### src/rtl/dmem_pkg.sv
// Shared types and helpers for the data-memory responder.
package dmem_pkg;

    localparam int unsigned WORD_BYTES = 4;
    localparam int unsigned ADDR_W     = 32;
    localparam int unsigned DATA_W     = 32;
    localparam int unsigned STRB_W     = WORD_BYTES;
    localparam int unsigned CNT_W      = 4;

    typedef enum logic [1:0] {
        IDLE = 2'd0,
        WAIT = 2'd1,
        RESP = 2'd2
    } dmem_state_t;

    typedef struct packed {
        logic              we;
        logic [ADDR_W-1:0] addr;
        logic [DATA_W-1:0] wdata;
        logic [STRB_W-1:0] wstrb;
    } dmem_req_t;

    // Access fault: misaligned, below the window, or past the last word.
    function automatic logic addr_fault(input logic [ADDR_W-1:0] addr,
                                        input logic [ADDR_W-1:0] base,
                                        input logic [ADDR_W-1:0] depth);
        logic [ADDR_W-1:0] off;
        off = addr - base;
        return (addr[1:0] != 2'b00) || (addr < base) || ((off >> 2) >= depth);
    endfunction

endpackage

### src/rtl/dmem_ram_bank.sv
// DEPTH_WORDS x 32 storage: byte-strobed synchronous write, asynchronous read.
module dmem_ram_bank
    import dmem_pkg::*;
#(
    parameter  int unsigned DEPTH_WORDS = 64,
    localparam int unsigned IDX_W       = $clog2(DEPTH_WORDS)
) (
    input  logic              clk,
    input  logic              we,
    input  logic [IDX_W-1:0]  index,
    input  logic [DATA_W-1:0] wdata,
    input  logic [STRB_W-1:0] wstrb,
    output logic [DATA_W-1:0] rdata
);

    logic [DATA_W-1:0] mem [DEPTH_WORDS];

    always_ff @(posedge clk) begin
        if (we) begin
            for (int b = 0; b < WORD_BYTES; b++) begin
                if (wstrb[b]) begin
                    mem[index][8*b +: 8] <= wdata[8*b +: 8];
                end
            end
        end
    end

    // Read returns pre-edge contents, so a load on the commit edge sees old data.
    assign rdata = mem[index];

endmodule

### src/rtl/dmem_resp.sv
// Handshaked data-memory responder with programmable wait states.
// Optional access counters when DMEM_RESP_STATS_EN is defined.
module dmem_resp
    import dmem_pkg::*;
#(
    parameter int unsigned       DEPTH_WORDS = 64,
    parameter int unsigned       WAIT_STATES = 1,
    parameter logic [ADDR_W-1:0] ADDR_BASE   = 32'h0000_0000
) (
    input  logic              clk,
    input  logic              reset,
    input  logic              req_valid,
    output logic              req_ready,
    input  logic              req_we,
    input  logic [ADDR_W-1:0] req_addr,
    input  logic [DATA_W-1:0] req_wdata,
    input  logic [STRB_W-1:0] req_wstrb,
    output logic              rsp_valid,
    input  logic              rsp_ready,
    output logic [DATA_W-1:0] rsp_rdata,
    output logic              rsp_err
`ifdef DMEM_RESP_STATS_EN
    ,
    output logic [31:0]       stat_loads,
    output logic [31:0]       stat_stores,
    output logic [15:0]       stat_errs
`endif
);

    localparam int unsigned IDX_W = $clog2(DEPTH_WORDS);

    dmem_state_t       state_q, state_d;
    logic [CNT_W-1:0]  cnt_q, cnt_d;
    dmem_req_t         req_q, req_d;
    logic              req_ready_d, rsp_valid_d, rsp_err_d;
    logic [DATA_W-1:0] rsp_rdata_d;

    dmem_req_t         in_c, cur_c;
    logic              commit_c, fault_c, ram_we_c;
    logic [IDX_W-1:0]  ram_index_c;
    logic [DATA_W-1:0] ram_rdata_c;

    // With zero wait states the access commits straight from the request port.
    always_comb begin
        in_c     = '{we: req_we, addr: req_addr, wdata: req_wdata, wstrb: req_wstrb};
        cur_c    = (state_q == IDLE) ? in_c : req_q;
        commit_c = ((state_q == IDLE) && req_valid && (WAIT_STATES == 0)) ||
                   ((state_q == WAIT) && (cnt_q == '0));
        fault_c     = addr_fault(cur_c.addr, ADDR_BASE, 32'(DEPTH_WORDS));
        ram_index_c = IDX_W'((cur_c.addr - ADDR_BASE) >> 2);
        ram_we_c    = commit_c && cur_c.we && !fault_c;
    end

    dmem_ram_bank #(
        .DEPTH_WORDS(DEPTH_WORDS)
    ) u_ram (
        .clk  (clk),
        .we   (ram_we_c),
        .index(ram_index_c),
        .wdata(cur_c.wdata),
        .wstrb(cur_c.wstrb),
        .rdata(ram_rdata_c)
    );

    // Next-state and next-output logic.
    always_comb begin
        state_d     = state_q;
        cnt_d       = cnt_q;
        req_d       = req_q;
        req_ready_d = req_ready;
        rsp_valid_d = rsp_valid;
        rsp_rdata_d = rsp_rdata;
        rsp_err_d   = rsp_err;

        case (state_q)
            IDLE: begin
                if (req_valid) begin
                    req_d       = in_c;
                    req_ready_d = 1'b0;
                    if (WAIT_STATES == 0) begin
                        state_d     = RESP;
                        rsp_valid_d = 1'b1;
                    end else begin
                        state_d = WAIT;
                        cnt_d   = CNT_W'(WAIT_STATES - 1);
                    end
                end
            end
            WAIT: begin
                if (cnt_q == '0) begin
                    state_d     = RESP;
                    rsp_valid_d = 1'b1;
                end else begin
                    cnt_d = cnt_q - CNT_W'(1);
                end
            end
            RESP: begin
                if (rsp_ready) begin
                    state_d     = IDLE;
                    rsp_valid_d = 1'b0;
                    req_ready_d = 1'b1;
                end
            end
            default: begin
                state_d     = IDLE;
                rsp_valid_d = 1'b0;
                req_ready_d = 1'b1;
            end
        endcase

        if (commit_c) begin
            rsp_rdata_d = (!cur_c.we && !fault_c) ? ram_rdata_c : '0;
            rsp_err_d   = fault_c;
        end
    end

    always_ff @(posedge clk or negedge reset) begin
        if (!reset) begin
            state_q   <= IDLE;
            cnt_q     <= '0;
            req_q     <= '0;
            req_ready <= 1'b1;
            rsp_valid <= 1'b0;
            rsp_rdata <= '0;
            rsp_err   <= 1'b0;
        end else begin
            state_q   <= state_d;
            cnt_q     <= cnt_d;
            req_q     <= req_d;
            req_ready <= req_ready_d;
            rsp_valid <= rsp_valid_d;
            rsp_rdata <= rsp_rdata_d;
            rsp_err   <= rsp_err_d;
        end
    end

`ifdef DMEM_RESP_STATS_EN
    // Counters advance only on the single commit edge of each request.
    always_ff @(posedge clk or negedge reset) begin
        if (!reset) begin
            stat_loads  <= '0;
            stat_stores <= '0;
            stat_errs   <= '0;
        end else if (commit_c) begin
            if (fault_c) begin
                stat_errs <= stat_errs + 16'd1;
            end else if (cur_c.we) begin
                stat_stores <= stat_stores + 32'd1;
            end else begin
                stat_loads <= stat_loads + 32'd1;
            end
        end
    end
`endif

endmodule
### config.mk
export PLATFORM = sky130hd
export DESIGN_NAME = dmem_resp
export DESIGN_NICKNAME = d
export VERILOG_FILES = /design/src/rtl/dmem_pkg.sv /design/src/rtl/dmem_ram_bank.sv /design/src/rtl/dmem_resp.sv
export SDC_FILE = /design/constraint.sdc
export NUM_CORES = 2
export LEC_CHECK = 0
export CORE_ASPECT_RATIO = 1.75
export CORE_MARGIN = 5
export CORE_UTILIZATION = 61
export CTS_BUF_LIST = sky130_fd_sc_hd__clkbuf_4
export DETAILED_ROUTE_END_ITERATION = 10
export DONT_BUFFER_PORTS = 1
export GPL_ROUTABILITY_DRIVEN = 0
export PLACE_DENSITY_LB_ADDON = 0.15
export RECOVER_POWER = 50
export SLEW_MARGIN = 10
export SYNTH_ARGS = -nofsm -noshare
export SYNTH_HDL_FRONTEND = slang
export SYNTH_HIERARCHICAL = 1
export SYNTH_SLANG_ARGS = --single-unit
### constraint.sdc
create_clock -name clk -period 7.5 [get_ports clk]
set_clock_uncertainty 0.1 [all_clocks]
set_input_delay 1.5 -clock clk [delete_from_list [all_inputs] [get_ports clk]]
set_output_delay 1.5 -clock clk [all_outputs]
set_load 0.1 [all_outputs]
After elaboration in Yosys (flattened, before gate mapping)
Memory sizes are Yosys's and may differ from the RTL's.
Cells that the tools add are included.
{ "totals": {"register_bits": 110, "ramBits": 2048, "output_inout_bits": 35, "word_cells": 66, "mem_count": 1} }
{ "classes": {"addsub": 1, "n_lt_le_gt_ge": 2, "n_eq_ne": 6, "mux": 27, "bitwise": 2, "n_reduce_logical": 17} }
{ "mem_list": {"columns": ["memory", "depth", "width", "rd", "rd_clocked_by_memory_dff", "write_ports", "line_no", "source"], "rows": [
  ["u_ram.mem", 64, 32, 1, 0, 1, "dmem_ram_bank.sv:16", "logic [DATA_W-1:0] mem [DEPTH_WORDS];"]
]} }
{ "ops": {"columns": ["op", "count"], "rows": [
  ["69-bit two-way mux", 1],
  ["32-bit by 1-bit < comparator with 1-bit output, second input constant", 1],
  ["32-bit two-way mux", 1],
  ["30-bit by 7-bit greater-or-equal comparator with 1-bit output, second input constant", 1],
  ["1-bit two-way mux", 16],
  ["3-bit AND reduction", 4],
  ["4-bit two-way mux", 2],
  ["4-bit one-hot mux with 2 select lines", 1],
  ["2-bit two-way mux", 3],
  ["2-bit != test, second input constant", 3],
  ["1-bit one-hot mux with 3 select lines", 2],
  ["2-bit one-hot mux with 3 select lines", 1],
  ["1-bit logical AND", 4],
  ["4-bit zero test", 1],
  ["2-bit nonzero test", 2],
  ["4-bit by 1-bit subtractor with 4-bit output, second input constant", 1],
  ["2-bit by 1-bit == test with 1-bit output, second input constant", 1],
  ["2-bit == test, second input constant", 1],
  ["1-bit zero test", 2],
  ["2-bit zero test", 1],
  ["1-bit logical OR", 2],
  ["2-bit by 1-bit != test with 1-bit output, second input constant", 1],
  ["1-bit NOT", 2],
  ["2-bit AND reduction", 1]
]} }

Depth between registers and ports, before layout
{ "depth": {"depth_word": 9, "ltp_mapped": 16, "ltp_nobuf": 9} }

Modules after synthesis
The synthesis kept the hierarchy.
{ "by_module_without_submodules": {"columns": ["module", "n_inst", "cells_per_inst", "area_per_inst_um2"], "rows": [
  ["dmem_ram_bank", 1, 4614, 78407.7],
  ["dmem_resp", 1, 473, 4770.8]
]} }

Least setup slack after synthesis
No wires, ideal clock.
{ "synth_timing": {"path_type": "input -> register", "start": "input req_addr[7]", "end": "memory u_ram.mem[12][0], enable pin", "setup_ns": 0.371, "arrival_ns": 3.497, "required_time_ns": 7.029, "setup_slack_ns": 3.533, "cell_stages": 8, "path_buffers": 5, "path_cell_list": "mux2_2 -> clkbuf_1 -> or3b_2 -> clkbuf_1 -> clkbuf_1 -> clkbuf_1 -> buf_1 -> nor2_1"} }
{ "synth_between": {"elab_chain_len": 8} }
{ "synth_rtl": {"columns": ["item", "line_no", "source"], "rows": [
  ["start: declaration", "dmem_resp.sv:15", "input logic [ADDR_W-1:0] req_addr,"],
  ["69-bit two-way mux (*)", "dmem_resp.sv:46", "cur_c = (state_q == IDLE) ? in_c : req_q;"],
  ["32-bit by 1-bit < comparator with 1-bit output", "dmem_pkg.sv:29", "return (addr[1:0] != 2'b00) || (addr < base) || ((off >> 2) >= depth);"],
  ["1-bit logical OR (2 in a row)", "dmem_pkg.sv:29", null],
  ["1-bit zero test", "dmem_resp.sv:51", "ram_we_c = commit_c && cur_c.we && !fault_c;"],
  ["1-bit logical AND", "dmem_resp.sv:51", null],
  ["1-bit two-way mux", "dmem_ram_bank.sv:19", "if (we) begin"],
  ["1-bit two-way mux (implied by the code)", "dmem_ram_bank.sv:22", "mem[index][8*b +: 8] <= wdata[8*b +: 8];"],
  ["end: declaration", "dmem_ram_bank.sv:16", null]
]} }
Mark *: on every way between the ends. The rest lies on a longest branch, timed or not.

Worst setup path after layout
{ "layout_timing": {"start": "register state_q[1]", "end": "memory u_ram.mem[6][22], enable pin"} }
{ "layout_between": {"elab_chain_len": 9} }
{ "layout_rtl": {"columns": ["item", "line_no", "source"], "rows": [
  ["start: declaration", "dmem_resp.sv:32", "dmem_state_t state_q, state_d;"],
  ["start signal: assignment", "dmem_resp.sv:127", "state_q <= state_d;"],
  ["2-bit zero test", "dmem_resp.sv:46", null],
  ["69-bit two-way mux", "dmem_resp.sv:46", null],
  ["32-bit by 1-bit < comparator with 1-bit output or 2-bit nonzero test (tied branches)", "dmem_pkg.sv:29", null],
  ["1-bit logical OR (2 in a row)", "dmem_pkg.sv:29", null],
  ["1-bit zero test", "dmem_resp.sv:51", null],
  ["1-bit logical AND (*)", "dmem_resp.sv:51", null],
  ["named net ram_we_c", "dmem_resp.sv:39", "logic commit_c, fault_c, ram_we_c;"],
  ["1-bit two-way mux (*)", "dmem_ram_bank.sv:19", null],
  ["1-bit two-way mux (implied by the code) (*)", "dmem_ram_bank.sv:22", null]
]} }
Mark *: on every way through the listed nets, which the timed path passes. The rest lies on a longest branch.

==> metrics.md <==
| Metric | Value |
|---|---|
| Run status | `complete, but fails checks` |
| Violated checks | `capacitance limit, slew limit` |
| Hold Path Class | `input port to register` |
| Worst-path clk slew | `70 ps` |
| Biggest area consumer among synthesized cells | `sky130_fd_sc_hd__edfxtp_1` |
| Post-Layout Cell Count | `roughly 7500` |
| Number of rows in the core area | `179` |
| H-tree depth | `5` |
| Die Width | `roughly 290 um` |
| Post-route design area | `just over 0.09 sq mm` |
| Final-stage net count | `5369` |
| Maximum clock frequency | `between 150 and 200 MHz` |
| Yosys Warn Count | `6` |
| Slew Limit Headroom | `-140%` |
| Register area share after synthesis | `a little under 80%` |
| Max-cap check violation count | `35` |
| Setup TNS | `0 ps` |
| Wirelength per Cell | `roughly 36 um` |
| Pin count of the biggest net entering global routing | `111` |
| Buffer depth of the longest clock path | `4` |
| Switch share | `between 40% and 50%` |
| Sequential share of power | `40.1%` |
| CTS tree | `yes` |
| Setup repair after global routing missed its margin | `false` |
| Per-cell via count in the routed design | `a little over 7` |
| Routed vias | `about 53000` |
| Clock tree root buffer cell | `sky130_fd_sc_hd__clkbuf_4` |
| Leading post-synthesis cells by cell area | `sky130_fd_sc_hd__edfxtp_1 (74%), sky130_fd_sc_hd__a221oi_1 (5.2%), sky130_fd_sc_hd__dfrtp_1 (3.3%)` |
| Pwr dens | `between 400 and 500 mW/mm^2` |
| Remaining antenna violation count | `0` |
| Number of flops mapped to enable cells by yosys | `2048` |
| Critical path required time | `just over 8000 ps` |
| Post-Synthesis Cell Area | `a little over 0.08 sq mm` |
| Crit Path Category | `register to register` |
| WL final | `around 260000 um` |
| Number of nets in the synthesized netlist | `5162` |
| Most used flip-flop cell after synthesis | `sky130_fd_sc_hd__edfxtp_1` |
| Share of synthesized registers carrying an async set or reset | `between 5 and 6%` |
| Share of power burned in the clock network | `22.0%` |
| Total routing usage reported by global routing | `36.5%` |
| Part of the total power dissipated in combinational logic | `a little under two fifths` |
| Maximum cell stage delay along the critical path | `between 1000 and 1500 ps` |
| Clock latency at the later pin of the worst-skew pair | `1380 ps` |
| Worst-Margin Slew | `~3600 ps` |
| Clock buffer count from CTS | `about 460` |
| Synthesis-to-layout area growth | `9.21%` |
| Initial standard-cell utilization of the core | `between 60% and 70%` |
| Cell Area, Placed | `between 0.08 and 0.09 sq mm` |
| Share of Yosys cell area claimed by the top area cell type | `about 74%` |
| Worst IR Drop VDD | `0.321 mV` |
| First-pass DRT Iterations | `9` |
| Avg Synthesized Cell Area | `16.4 sq um` |
| Overall power of the completed layout | `slightly below 0.04 W` |
| Vias in the first global route | `approximately 53000` |
| Detailed Route Iter0 Violations | `7198` |
| Number of instances in the synthesized netlist | `roughly 5100` |
| Net switching power | `0.0157 W` |
| Internal Power | `between 0.02 and 0.025 W` |
| Number of inserted filler cells in the final layout | `around 9400` |
| Sort of element at the start of the critical path | `register` |
| Count of pins on the block boundary | `between 100 and 150` |
| Number of hold-slack violations in the final timing report | `0` |
| Dpl cells | `between 6000 and 7000` |
| Critical-path maximum fanout | `24` |
| Floorplan die area | `about 0.14 sq mm` |
| Static leakage power | `a little under 30 nW` |
| Sinks on Clock Net | `2158` |
| Die height | `498 um` |
| Synth cell types | `62` |
| Cts repair resizes | `0` |
| Final count of negative-setup-slack endpoints | `0` |
| Period minus WS final | `6170 ps` |
| Post-DP HPWL | `162000 um` |
| Data arrival time of the worst path | `between 6000 and 7000 ps` |
| IO Port Bufs | `0` |
| Number of remaining DRC errors | `0` |
| Number of antenna violations at the first check in global routing | `9` |
| Capturing element type of the critical path | `register` |
| Standard cell core area | `0.136 sq mm` |
| Remaining global-route overflow | `0` |
| Max-slew violation count | `2259` |
| Worst-path cell with the longest stage delay | `sky130_fd_sc_hd__nor2_1` |
| Minimum setup slack after placement | `a little under 2000 ps` |
| Fin crit share | `between 80% and 90%` |
| Critical-path cell list | `nor2_4 > clkbuf_1 > nand4_1 > nand2_1 > and3_1 > and2_1 > nand3_1 > nor2_1` |
| Wire length of the first global-routing pass | `roughly 370000 um` |
| Fraction of final layout cells with drive strength greater than 1 | `17.6%` |
| Post-route setup slack | `1330 ps` |
| Number of synthesized register bits | `about 2200` |
==> worst max-delay path, delay by kind of cell (launching register included) <==
kind                   cells  cell delay, ps
DFF                        1             480
and+or+nand+nor            7            4080
buffers and inverters      1            1060
==> cells in the final DEF, fill, tap and decap left out, drive strengths merged, types with 40 or more instances in the layout <==
cell type,count
dfrtp,109
a22o,40
nand2,295
mux2,118
a21oi,67
mux4,42
clkinv,122
clkbuf,693
buf,123
mux2i,92
a22oi,291
a221oi,493
edfxtp,2048
nor3,62
o21ai,130
o22ai,135
nor2,516
==> timing repair <==
action / in CTS / in global routing
hold endpoints to repair: 110 / 0
setup buffers: 0 / 0
hold buffers: 2 / 0
==> layout make-up <==
class	instances	area (sq um)	area share, %
timing repair buffer	139	1270	1.40
clock buffer	678	5090	5.60
inverter	6	37.5	0.0413
sequential	2158	64300	70.7
clock inverter	133	679	0.748
multi-input combinational	2525	17200	19.0
antenna	2	5.00	0.00551
tap	1810	2260	2.49
==> state kept, by name, indices dropped and copies added, names as in the netlist <==
name	count
u_ram/mem	2048
req_q	69
rsp_rdata	32
cnt_q	4
state_q	2
req_ready	1
rsp_err	1
rsp_valid	1
==> Yosys cell counts, types with 5 or more instances <==
cell type / number
sky130_fd_sc_hd__and2_1: 10
sky130_fd_sc_hd__dfrtp_1: 109
sky130_fd_sc_hd__nor4_1: 13
sky130_fd_sc_hd__a22o_1: 40
sky130_fd_sc_hd__nand2_1: 294
sky130_fd_sc_hd__o21ai_0: 108
sky130_fd_sc_hd__a221oi_1: 493
sky130_fd_sc_hd__o21ai_1: 22
sky130_fd_sc_hd__o22ai_1: 135
sky130_fd_sc_hd__nand3_1: 31
sky130_fd_sc_hd__o221ai_1: 20
sky130_fd_sc_hd__buf_6: 16
sky130_fd_sc_hd__a31oi_1: 5
sky130_fd_sc_hd__nor3b_1: 7
sky130_fd_sc_hd__nor3_1: 61
sky130_fd_sc_hd__nor2_1: 515
sky130_fd_sc_hd__mux2_2: 118
sky130_fd_sc_hd__mux4_2: 42
sky130_fd_sc_hd__buf_4: 15
sky130_fd_sc_hd__a222oi_1: 9
sky130_fd_sc_hd__or3_1: 9
sky130_fd_sc_hd__or4_1: 10
sky130_fd_sc_hd__clkbuf_1: 189
sky130_fd_sc_hd__nand4_1: 19
sky130_fd_sc_hd__a21oi_1: 67
sky130_fd_sc_hd__nor2b_1: 8
sky130_fd_sc_hd__o211ai_1: 9
sky130_fd_sc_hd__o32ai_1: 18
sky130_fd_sc_hd__mux2i_1: 92
sky130_fd_sc_hd__a211oi_1: 5
sky130_fd_sc_hd__and3_1: 8
sky130_fd_sc_hd__o22a_1: 14
sky130_fd_sc_hd__a211o_1: 13
sky130_fd_sc_hd__buf_1: 58
sky130_fd_sc_hd__edfxtp_1: 2048
sky130_fd_sc_hd__buf_2: 120
sky130_fd_sc_hd__a22oi_1: 291
==> metal layers <==
metal	vias up	track usage [%]	wire, um
met4	6	25.4	24200
met3	1052	10.3	33800
met5	-	0	47
met1	26377	43.6	81700
met2	4210	57.3	125000
li1	21386	-	-
==> power groups by stage <==
stage                     combinational (W)  sequential, W  clock [W]
final                                0.0149         0.0157    0.00863
after CTS                            0.0145         0.0154    0.00875
after global routing                 0.0151         0.0157    0.00939
after detailed placement             0.0145         0.0157          0
after floorplan                     0.00795         0.0156          0
after global placement               0.0143         0.0157          0
==> logic make-up (layout without fill, tap and decap cells) <==
logic type               Yosys count  after routing  share of synthesized area, %
flip-flops                      2158           2158                          77.2
AO/OA/AOI/OAI                   1261           1261                          11.5
AND/OR/NAND/NOR                 1008           1008                          5.11
buffers and inverters            404            956                          2.22
multiplexers                     252            252                          3.84
adder cells (fa/ha/maj)            2              2                        0.0301
XOR/XNOR                           2              2                        0.0211
other                              0              2                             0
==> stage by stage <==
step | util [%] | hold slack, ps
CTS | 67.0 | 27.2
floorplan | - | 342
global placement | 62.7 | 353
finish | 66.9 | 122
detailed placement | 62.7 | 362
global route | 66.9 | 67.6
==> worst paths after layout <==
kind | startpoint | to | slack (ps) | depth (start not counted)
worst max-delay path | state_q[1] | u_ram/mem[6][22] | 1330 | 8
worst min register to register | req_q[23] | req_q[23] | 370 | 2
min in group asynchronous | reset | req_q[18] | 690 | 2
worst min-delay path | req_wdata[7] | req_q[11] | 120 | 2
worst max register to register | state_q[1] | u_ram/mem[6][22] | 1330 | 8
max in group asynchronous | reset | rsp_rdata[2] | 5940 | 2
No activity file was read; power rests on OpenSTA's default activity.
